--- config.mk ---
export PLATFORM = sky130hd
export DESIGN_NAME = usb_rx_bit_decoder
export DESIGN_NICKNAME = d
export VERILOG_FILES = /design/src/rtl/usb_rx_bit_decoder.sv
export SDC_FILE = /design/constraint.sdc
export NUM_CORES = 1
export LEC_CHECK = 0
export CAP_MARGIN = 15
export CORE_AREA = 3 3 62 64
export CTS_BUF_LIST = sky130_fd_sc_hd__clkbuf_8 sky130_fd_sc_hd__clkbuf_16
export CTS_CLUSTER_SIZE = 24
export DETAILED_ROUTE_END_ITERATION = 8
export DIE_AREA = 0 0 65 67
export MAX_ROUTING_LAYER = met4
export PLACE_DENSITY = 0.67
export SYNTH_ARGS = -nofsm -noshare
export SYNTH_HDL_FRONTEND = slang
export SYNTH_SLANG_ARGS = --single-unit
--- constraint.sdc ---
create_clock -name clk -period 2.2 [get_ports clk]
set_clock_uncertainty 0.15 [all_clocks]
set_input_delay 0.55 -clock clk [delete_from_list [all_inputs] [get_ports clk]]
set_output_delay 0.55 -clock clk [all_outputs]
set_load 0.03 [all_outputs]
--- src/rtl/usb_rx_bit_decoder.sv ---
// USB full-speed RX front end: pin sync, bit-timing recovery, NRZI decode, bit unstuffing.
// Optional `EDGE_RESYNC_EN: every line transition in ACTIVE/EOP_WAIT realigns the bit timer.
module usb_rx_bit_decoder #(
  parameter int CLKS_PER_BIT = 8,
  parameter int SAMPLE_PHASE = 3,
  parameter int STUFF_LEN    = 6
) (
  input  logic       clk,
  input  logic       n_rst,
  input  logic       d_plus,
  input  logic       d_minus,
  output logic       d_sent,
  output logic       shift_enable,
  output logic       byte_received,
  output logic       eop,
  output logic       stuff_err,
  output logic       rx_active,
  output logic [1:0] o_dbg_state
);
  localparam int TW = (CLKS_PER_BIT > 1) ? $clog2(CLKS_PER_BIT) : 1;
  localparam int OW = $clog2(STUFF_LEN + 1);
  localparam logic [TW-1:0] L_TMAX   = TW'(CLKS_PER_BIT - 1);
  localparam logic [TW-1:0] L_SAMPLE = TW'(SAMPLE_PHASE);
  localparam logic [TW-1:0] L_TONE   = TW'(1);
  localparam logic [OW-1:0] L_STUFF  = OW'(STUFF_LEN);

  typedef enum logic [1:0] {
    ST_IDLE     = 2'd0,
    ST_ACTIVE   = 2'd1,
    ST_EOP_WAIT = 2'd2
  } state_t;

  logic          r_dp_meta, r_dp_s, r_dm_meta, r_dm_s, r_dp_d;
  state_t        r_state, w_state_nxt;
  logic [TW-1:0] r_timer, w_timer_nxt;
  logic          r_prev, w_prev_nxt, w_prev_cur;
  logic [OW-1:0] r_ones, w_ones_nxt, w_ones_cur;
  logic [2:0]    r_bitcnt, w_bitcnt_nxt, w_bitcnt_cur;
  logic          r_rx_active, w_rx_active_nxt;
  logic          r_byte_received, w_br_nxt;
  logic          w_edge, w_sample, w_se0, w_j, w_k;
  logic          w_decode, w_restart, w_bit, w_shift, w_eop, w_stuff_err;

  assign w_edge   = (r_dp_s != r_dp_d);
  assign w_sample = (r_state != ST_IDLE) && (r_timer == L_SAMPLE);
  assign w_se0    = !r_dp_s && !r_dm_s;
  assign w_j      =  r_dp_s && !r_dm_s;
  assign w_k      = !r_dp_s &&  r_dm_s;

  always_comb begin
    w_state_nxt     = r_state;
    w_timer_nxt     = r_timer;
    w_prev_nxt      = r_prev;
    w_ones_nxt      = r_ones;
    w_bitcnt_nxt    = r_bitcnt;
    w_rx_active_nxt = r_rx_active;
    w_br_nxt        = 1'b0;
    w_decode        = 1'b0;
    w_restart       = 1'b0;
    w_bit           = 1'b0;
    w_shift         = 1'b0;
    w_eop           = 1'b0;
    w_stuff_err     = 1'b0;

    if (r_state != ST_IDLE) begin
      w_timer_nxt = (r_timer == L_TMAX) ? '0 : r_timer + L_TONE;
`ifdef EDGE_RESYNC_EN
      if (w_edge) w_timer_nxt = L_TONE;
`endif
    end

    case (r_state)
      ST_IDLE: begin
        w_timer_nxt = '0;
        if (w_edge && !r_dp_s) begin
          w_state_nxt     = ST_ACTIVE;
          w_rx_active_nxt = 1'b1;
          w_bitcnt_nxt    = '0;
          w_ones_nxt      = '0;
          w_prev_nxt      = 1'b1;
          w_timer_nxt     = L_TONE;
        end
      end
      ST_ACTIVE: begin
        if (w_sample) begin
          if (w_se0) begin
            w_eop        = 1'b1;
            w_bitcnt_nxt = '0;
            w_state_nxt  = ST_EOP_WAIT;
          end else begin
            w_decode = 1'b1;
          end
        end
      end
      ST_EOP_WAIT: begin
        if (w_sample) begin
          if (w_j) begin
            w_state_nxt     = ST_IDLE;
            w_rx_active_nxt = 1'b0;
            w_timer_nxt     = '0;
          end else if (w_k) begin
            // A K here opens a new packet; decode it against a fresh J reference.
            w_state_nxt = ST_ACTIVE;
            w_decode    = 1'b1;
            w_restart   = 1'b1;
          end
        end
      end
      default: w_state_nxt = ST_IDLE;
    endcase

    w_prev_cur   = w_restart ? 1'b1 : r_prev;
    w_ones_cur   = w_restart ? '0   : r_ones;
    w_bitcnt_cur = w_restart ? '0   : r_bitcnt;

    if (w_decode) begin
      w_bit      = (r_dp_s == w_prev_cur);
      w_prev_nxt = r_dp_s;
      if (w_ones_cur == L_STUFF) begin
        // Stuffed position: a 0 is expected and discarded; a 1 is a violation.
        w_ones_nxt  = '0;
        w_stuff_err = w_bit;
      end else begin
        w_shift      = 1'b1;
        w_ones_nxt   = w_bit ? w_ones_cur + 1'b1 : '0;
        w_bitcnt_nxt = w_bitcnt_cur + 3'd1;
        w_br_nxt     = (w_bitcnt_cur == 3'd7);
      end
    end
  end

  always_ff @(posedge clk or negedge n_rst) begin
    if (!n_rst) begin
      r_dp_meta       <= 1'b1;
      r_dp_s          <= 1'b1;
      r_dm_meta       <= 1'b0;
      r_dm_s          <= 1'b0;
      r_dp_d          <= 1'b1;
      r_state         <= ST_IDLE;
      r_timer         <= '0;
      r_prev          <= 1'b1;
      r_ones          <= '0;
      r_bitcnt        <= '0;
      r_rx_active     <= 1'b0;
      r_byte_received <= 1'b0;
    end else begin
      r_dp_meta       <= d_plus;
      r_dp_s          <= r_dp_meta;
      r_dm_meta       <= d_minus;
      r_dm_s          <= r_dm_meta;
      r_dp_d          <= r_dp_s;
      r_state         <= w_state_nxt;
      r_timer         <= w_timer_nxt;
      r_prev          <= w_prev_nxt;
      r_ones          <= w_ones_nxt;
      r_bitcnt        <= w_bitcnt_nxt;
      r_rx_active     <= w_rx_active_nxt;
      r_byte_received <= w_br_nxt;
    end
  end

  assign d_sent        = w_shift & w_bit;
  assign shift_enable  = w_shift;
  assign eop           = w_eop;
  assign stuff_err     = w_stuff_err;
  assign byte_received = r_byte_received;
  assign rx_active     = r_rx_active;
  assign o_dbg_state   = r_state;

endmodule
==> results of run 1 <==
## cells in the mapped netlist (2+ instances only)
master | instances | area (sq um)
a21oi_1 | 5 | 25.02
buf_6 | 2 | 22.52
nand2_1 | 4 | 15.01
ha_1 | 14 | 175.2
a21boi_1 | 3 | 22.52
a22o_1 | 2 | 17.52
nand2b_1 | 2 | 12.51
inv_2 | 2 | 7.510
o22ai_1 | 2 | 12.51
and3_1 | 2 | 12.51
inv_1 | 9 | 33.78
o31ai_1 | 2 | 15.01
dfstp_2 | 4 | 105.1
nand3_1 | 4 | 20.02
mux2i_1 | 4 | 40.04
nor2_1 | 5 | 18.77
dfrtp_1 | 15 | 375.4
and2_1 | 4 | 25.02
## registers in the layout (all words and copies together), names as in the netlist
name,count
byte_received,1
o_dbg_state,2
r_bitcnt,3
r_dm_meta,1
r_dm_s,1
r_dp_d,1
r_dp_meta,1
r_dp_s,1
r_ones,3
r_prev,1
r_timer,3
rx_active,1
## power groups by stage
stage                     logic [W]  clock network (W)  registers [W]
final                      0.000615           0.000257       0.000437
after global routing       0.000669           0.000277       0.000444
after CTS                  0.000587           0.000263       0.000432
after detailed placement   0.000536                  0       0.000439
after global placement     0.000515                  0       0.000435
after floorplan            0.000335                  0       0.000463
## layout make-up
class / instances / area, sq um / share of cell area (%)
Multi-Input combinational cell: 74 / 799.5 / 44.44
Clock buffer: 3 / 41.29 / 2.295
Tap cell: 46 / 57.56 / 3.199
Inverter: 11 / 41.29 / 2.295
Timing Repair Buffer: 44 / 369.1 / 20.51
Sequential cell: 19 / 483.0 / 26.84
Clock inverter: 1 / 7.507 / 0.4172
## final timing paths
path	slack, ps	to
setup / recovery	-400	d_sent
hold / removal	210	r_dp_s
max in group asynchronous	1160	r_dp_d
hold reg to reg	210	r_dp_s
min in group asynchronous	470	r_timer[2]
setup reg to reg	-80	r_ones[2]
## repair_timing
| item | CTS | global route |
|---|---|---|
| pin swaps | 9 | 9 |
| setup endpoints to repair | 8 | 8 |
| gates resized for setup | 19 | 4 |
| buffers inserted | 5 | 6 |
## metrics by stage
stage	instances	setup TNS, ps	util (%)	setup slack (ps)
2_1_floorplan	106	-692.1	-	-244.7
3_3_place_gp	185	-406.7	46.87	-139.5
3_5_place_dp	185	-573.7	46.87	-172.3
4_1_cts	193	-1180	52.16	-345.0
5_1_grt	198	-2161	53.92	-478.3
6_report	198	-1559	53.92	-397.9
## routing by layer
layer / up-vias / GRT usage, % / wire length (um)
li1: 458 / - / -
met1: 481 / 15.42 / 1156
met2: 41 / 27.08 / 1629
met3: 7 / 2.192 / 135
met4: 0 / 7.124 / 72
met5: - / - / 0
## cells by family (layout without fill, tap and decap cells)
| group | Yosys count | after routing | share of synthesized area (%) |
|---|---|---|---|
| AOI/OAI and AO/OA | 22 | 22 | 15.51 |
| DFF | 19 | 19 | 41.07 |
| muxes | 6 | 6 | 5.348 |
| and+or+nand+nor | 30 | 30 | 16.15 |
| adders and majority gates | 14 | 14 | 14.97 |
| xor gates and xnor gates | 2 | 2 | 1.498 |
| buffers and inverters | 13 | 59 | 5.454 |
==> results.cfg, run 1 <==
[cts]
h-tree-depth = 1
cts-hold-fix-buffers = 0
cts-root-buf = clkbuf_8
insertion_delay_ps = 260
cts_tree = built
clk_path_buf_depth = 2
cts_inserted_buffers = 3
clk_pin_slew_worst_paths_ps = 80
clkSinkCount = 19

[sta]
final-hold-violation-count = 0
setup_ws_ps = -397.9
slew_headroom_pct = 79.11
setup_viol = 8
post-route-min-period_ps = 2598
finalCritPeriodShare_pct = 118.1
rsz0062_at_grt = true
maxSlewViolCount = 0
whs_ps = 208.3
worst_pin_slew_ps = 312.4
max_freq_ghz = 0.3849

[setup_path]
crit_family = simple AND/OR/NAND/NOR gates
rr_startpoint = r_timer[0]
cp-start-kind = flip-flop
startpoint = r_timer[0]
crit_top_cell = ha_4
path_depth = 9
worstPathRequired_ps = 1500
cp_cell_sequence = ha_2, ha_4, nand4b_4, and2_4, ha_4, nand3_4, nand2_4, nor2_4, buf_6
slowest_stage = dfrtp_1
arrival_ps = 1900
reg2reg_depth = 10
critPathCaptureType = primary output
cp_num_buf_inv = 1
crit_type = reg2out
slowest_delay_ps = 370
path_max_fanout = 4

[route]
drt_iter0_drc = 16
wirelength_mm = 2.993
drt-vias-per-instance = 4.985
drt-pass1-iter-count = 4
drc_errors = 0
routedWlPerCell_um = 15.12
antenna_left = 0
vias = 987

[logic_synthesis]
syn_nets = 124
ys_warn_count = 0
synthCells = 106
ys_seq_area_share_pct = 41.07
ys_ff_latch = 19
avgSynthCellArea_sq_um = 11.04
synth_edf_count = 0
synth_cell_types = 39
ys.flop_type = dfrtp_1
netlist_area_sq_mm = 0.001170
async_flop_share_pct = 100.0

[die]
die_area_sq_mm = 0.004355
num_rows = 21
io_pins = 12
initial_utilization_pct = 35.06
coreArea_sq_mm = 0.003337
fp.dieW_um = 65
die_h_um = 67

[min_path]
min_from = r_dp_meta
min_path_cells = 0
min_path_type = reg2reg

[placement]
place_hpwl_mm = 1.985
port_buffers = 11
gp_congestion = 0.8971
placedInstanceArea_sq_mm = 0.001564

[global_route]
antenna_found_initial = 0
grt_max_degree = 20
grt_pass1_wl_mm = 4.616
track_usage_pct = 14.74
grt_remaining_overflow = 0
grt_pass1_vias = 965

[power]
p_sw_w = 0.0004717
power_w = 0.001308
intPower_w = 0.0008365
vdd_ir_drop_max_uv = 370.7
swShare_pct = 36.06
p_comb_share_pct = 47.0
power_density_mw_per_mm2 = 727.1
pwr-share-seq_pct = 33.4
clockPowerShare_pct = 19.6
p_leak_nw = 0.8494

[layout]
area_growth_pct = 53.80
num_antenna_cells = 0
layout_common_cells = buf_4 (31), dfrtp_1 (13), ha_1 (7)
nNetsFinal = 171
drive_gt1_share_pct = 50.66
nFillCells = 286
layout_commonest_cell = buf_4
final_cell_area_sq_mm = 0.001799

[run_status]
violations = setup timing
status = finished, violations left

[run]
cap_viol_max_count = 0
Power figures use the tool's default switching activity.
==> inputs of run 2 (changes only) <==
Settings changed: CELL_PAD_IN_SITES_DETAIL_PLACEMENT set to 0, CELL_PAD_IN_SITES_GLOBAL_PLACEMENT set to 1, PLACE_DENSITY 0.67 to 0.77.
==> run 2 against run 1 <==
Compared with the run above: the run still ends with setup timing left; count of clock-buffer cells in the layout did not move; flip-flop and latch count unchanged; utilization decreased by 1.3 points; largest power group unchanged; critical path depth stayed put; final cell count is 1.0% lower; highest routed layer unchanged; clock power decreased by 3%; worst setup slack improved by 89 ps; via count decreased by 5.9%.
==> results.cfg, run 2 (synthesis gave the netlist of run 1 again) <==
[run_status]
status = finished, violations left
violations = setup timing

[setup_path]
crit_type = reg2out
cp-start-kind = flip-flop
slowest_stage = dfstp_2
cp_cell_sequence = inv_2, ha_4, nand4b_4, and2_4, ha_4, nand3_4, nand2_4, inv_2, buf_6
path_max_fanout = 4
critPathCaptureType = primary output
reg2reg_slack_ps = 0
slowest_delay_ps = 540
worstPathRequired_ps = 1500
arrival_ps = 1810
reg2reg_depth = 10

[layout]
drive_gt1_share_pct = 48.00
nFillCells = 308
register_area_sq_um = 483.0
layout_commonest_cell = buf_4
postLayoutCoreUtil_pct = 52.57
nNetsFinal = 169
multi_input_area_sq_um = 775.7
layout_common_cells = buf_4 (31), dfrtp_1 (13), ha_1 (8), clkdlybuf4s50_1 (7)
num_antenna_cells = 0
area_growth_pct = 49.95
top_regs = r_bitcnt x3, r_ones x3, r_timer x3
final_cell_area_sq_mm = 0.001754

[cts]
insertion_delay_ps = 260
cts-root-buf = clkbuf_8
clk_pin_slew_worst_paths_ps = 80
clk_path_buf_depth = 2
cts_inserted_buffers = 3
cts-hold-fix-buffers = 0
cts_tree = built
clkSinkCount = 19
h-tree-depth = 1

[global_route]
grt_pass1_wl_mm = 4.360
grt_max_degree = 20
grt_remaining_overflow = 0
track_usage_pct = 13.43
grt_pass1_vias = 982
antenna_found_initial = 0

[run]
cap_viol_max_count = 0

[route]
antenna_left = 0
wirelength_mm = 2.529
drt-pass1-iter-count = 4
drt-vias-per-instance = 4.740
drt_iter0_drc = 24
vias = 929
routedWlPerCell_um = 12.90
drc_errors = 0

[placement]
placedInstanceArea_sq_mm = 0.001564
port_buffers = 11
place_hpwl_mm = 1.849
gp_congestion = 0.8498
pre_cts_slack_ps = -175.5

[die]
die_area_sq_mm = 0.004355
initial_utilization_pct = 35.06
die_h_um = 67
io_pins = 12
num_rows = 21
fp.dieW_um = 65
coreArea_sq_mm = 0.003337

[sta]
final-hold-violation-count = 0
max_freq_ghz = 0.3985
setup_viol = 5
slew_headroom_pct = 75.75
rsz0062_at_grt = true
finalCritPeriodShare_pct = 114.1
whs_ps = 191.6
post-route-min-period_ps = 2509
setup_ws_ps = -309.4
maxSlewViolCount = 0
worst_pin_slew_ps = 362.1

[power]
power_w = 0.001291
p_leak_nw = 0.8360
vdd_ir_drop_max_uv = 328.4
power_density_mw_per_mm2 = 735.7

[min_path]
min_path_cells = 0
min_path_type = reg2reg
-- run 2: area by class of cell --
| cell class | count | area share, % |
|---|---|---|
| multi-input cells | 74 | 44.22 |
| flip-flops and latches | 19 | 27.53 |
| well taps | 46 | 3.281 |
| clock inverters | 1 | 0.2853 |
| inverters | 11 | 2.496 |
| clock buffers | 3 | 2.354 |
| repair buffers | 42 | 19.83 |
-- run 2: where the power goes --
group	internal, W	switching [W]	total, W
registers	0.000402	0.0000400	0.000442
clock network	0.000126	0.000124	0.000250
logic	0.000302	0.000296	0.000598
-- run 2: layer usage --
metal / share of wire, % / global-route usage (%)
met3: 2.6 / 3.035
met5: 0 / -
met4: 1.4 / 5.277
met2: 52 / 23.12
met1: 44 / 15.16
-- run 2: per-stage QoR --
stage / TNS, ps / cells
6_report: -1102 / 196
5_1_grt: -1624 / 196
4_1_cts: -1178 / 191
3_5_place_dp: -518.9 / 185
3_3_place_gp: -441.9 / 185
2_1_floorplan: -692.1 / 106
-- run 2: final timing paths --
kind | start | end
setup / recovery | r_dp_s | shift_enable
hold / removal | r_dm_meta | r_dm_s
setup reg to reg | r_dp_s | r_bitcnt[1]
hold reg to reg | r_dm_meta | r_dm_s
max in group asynchronous | n_rst | r_dp_d
min in group asynchronous | n_rst | byte_received
-- run 2: critical path: cells and delay by family, from the launching register on --
family | cells | cell delay (ps)
simple gates | 4 | 470
buf+inv | 3 | 230
flops | 1 | 540
fa+ha+maj | 2 | 300
-- run 2: timing repair --
item,in CTS,in global routing
gates resized for setup,12,5
pin swaps,4,7
setup buffers,2,5
setup endpoints to repair,4,7
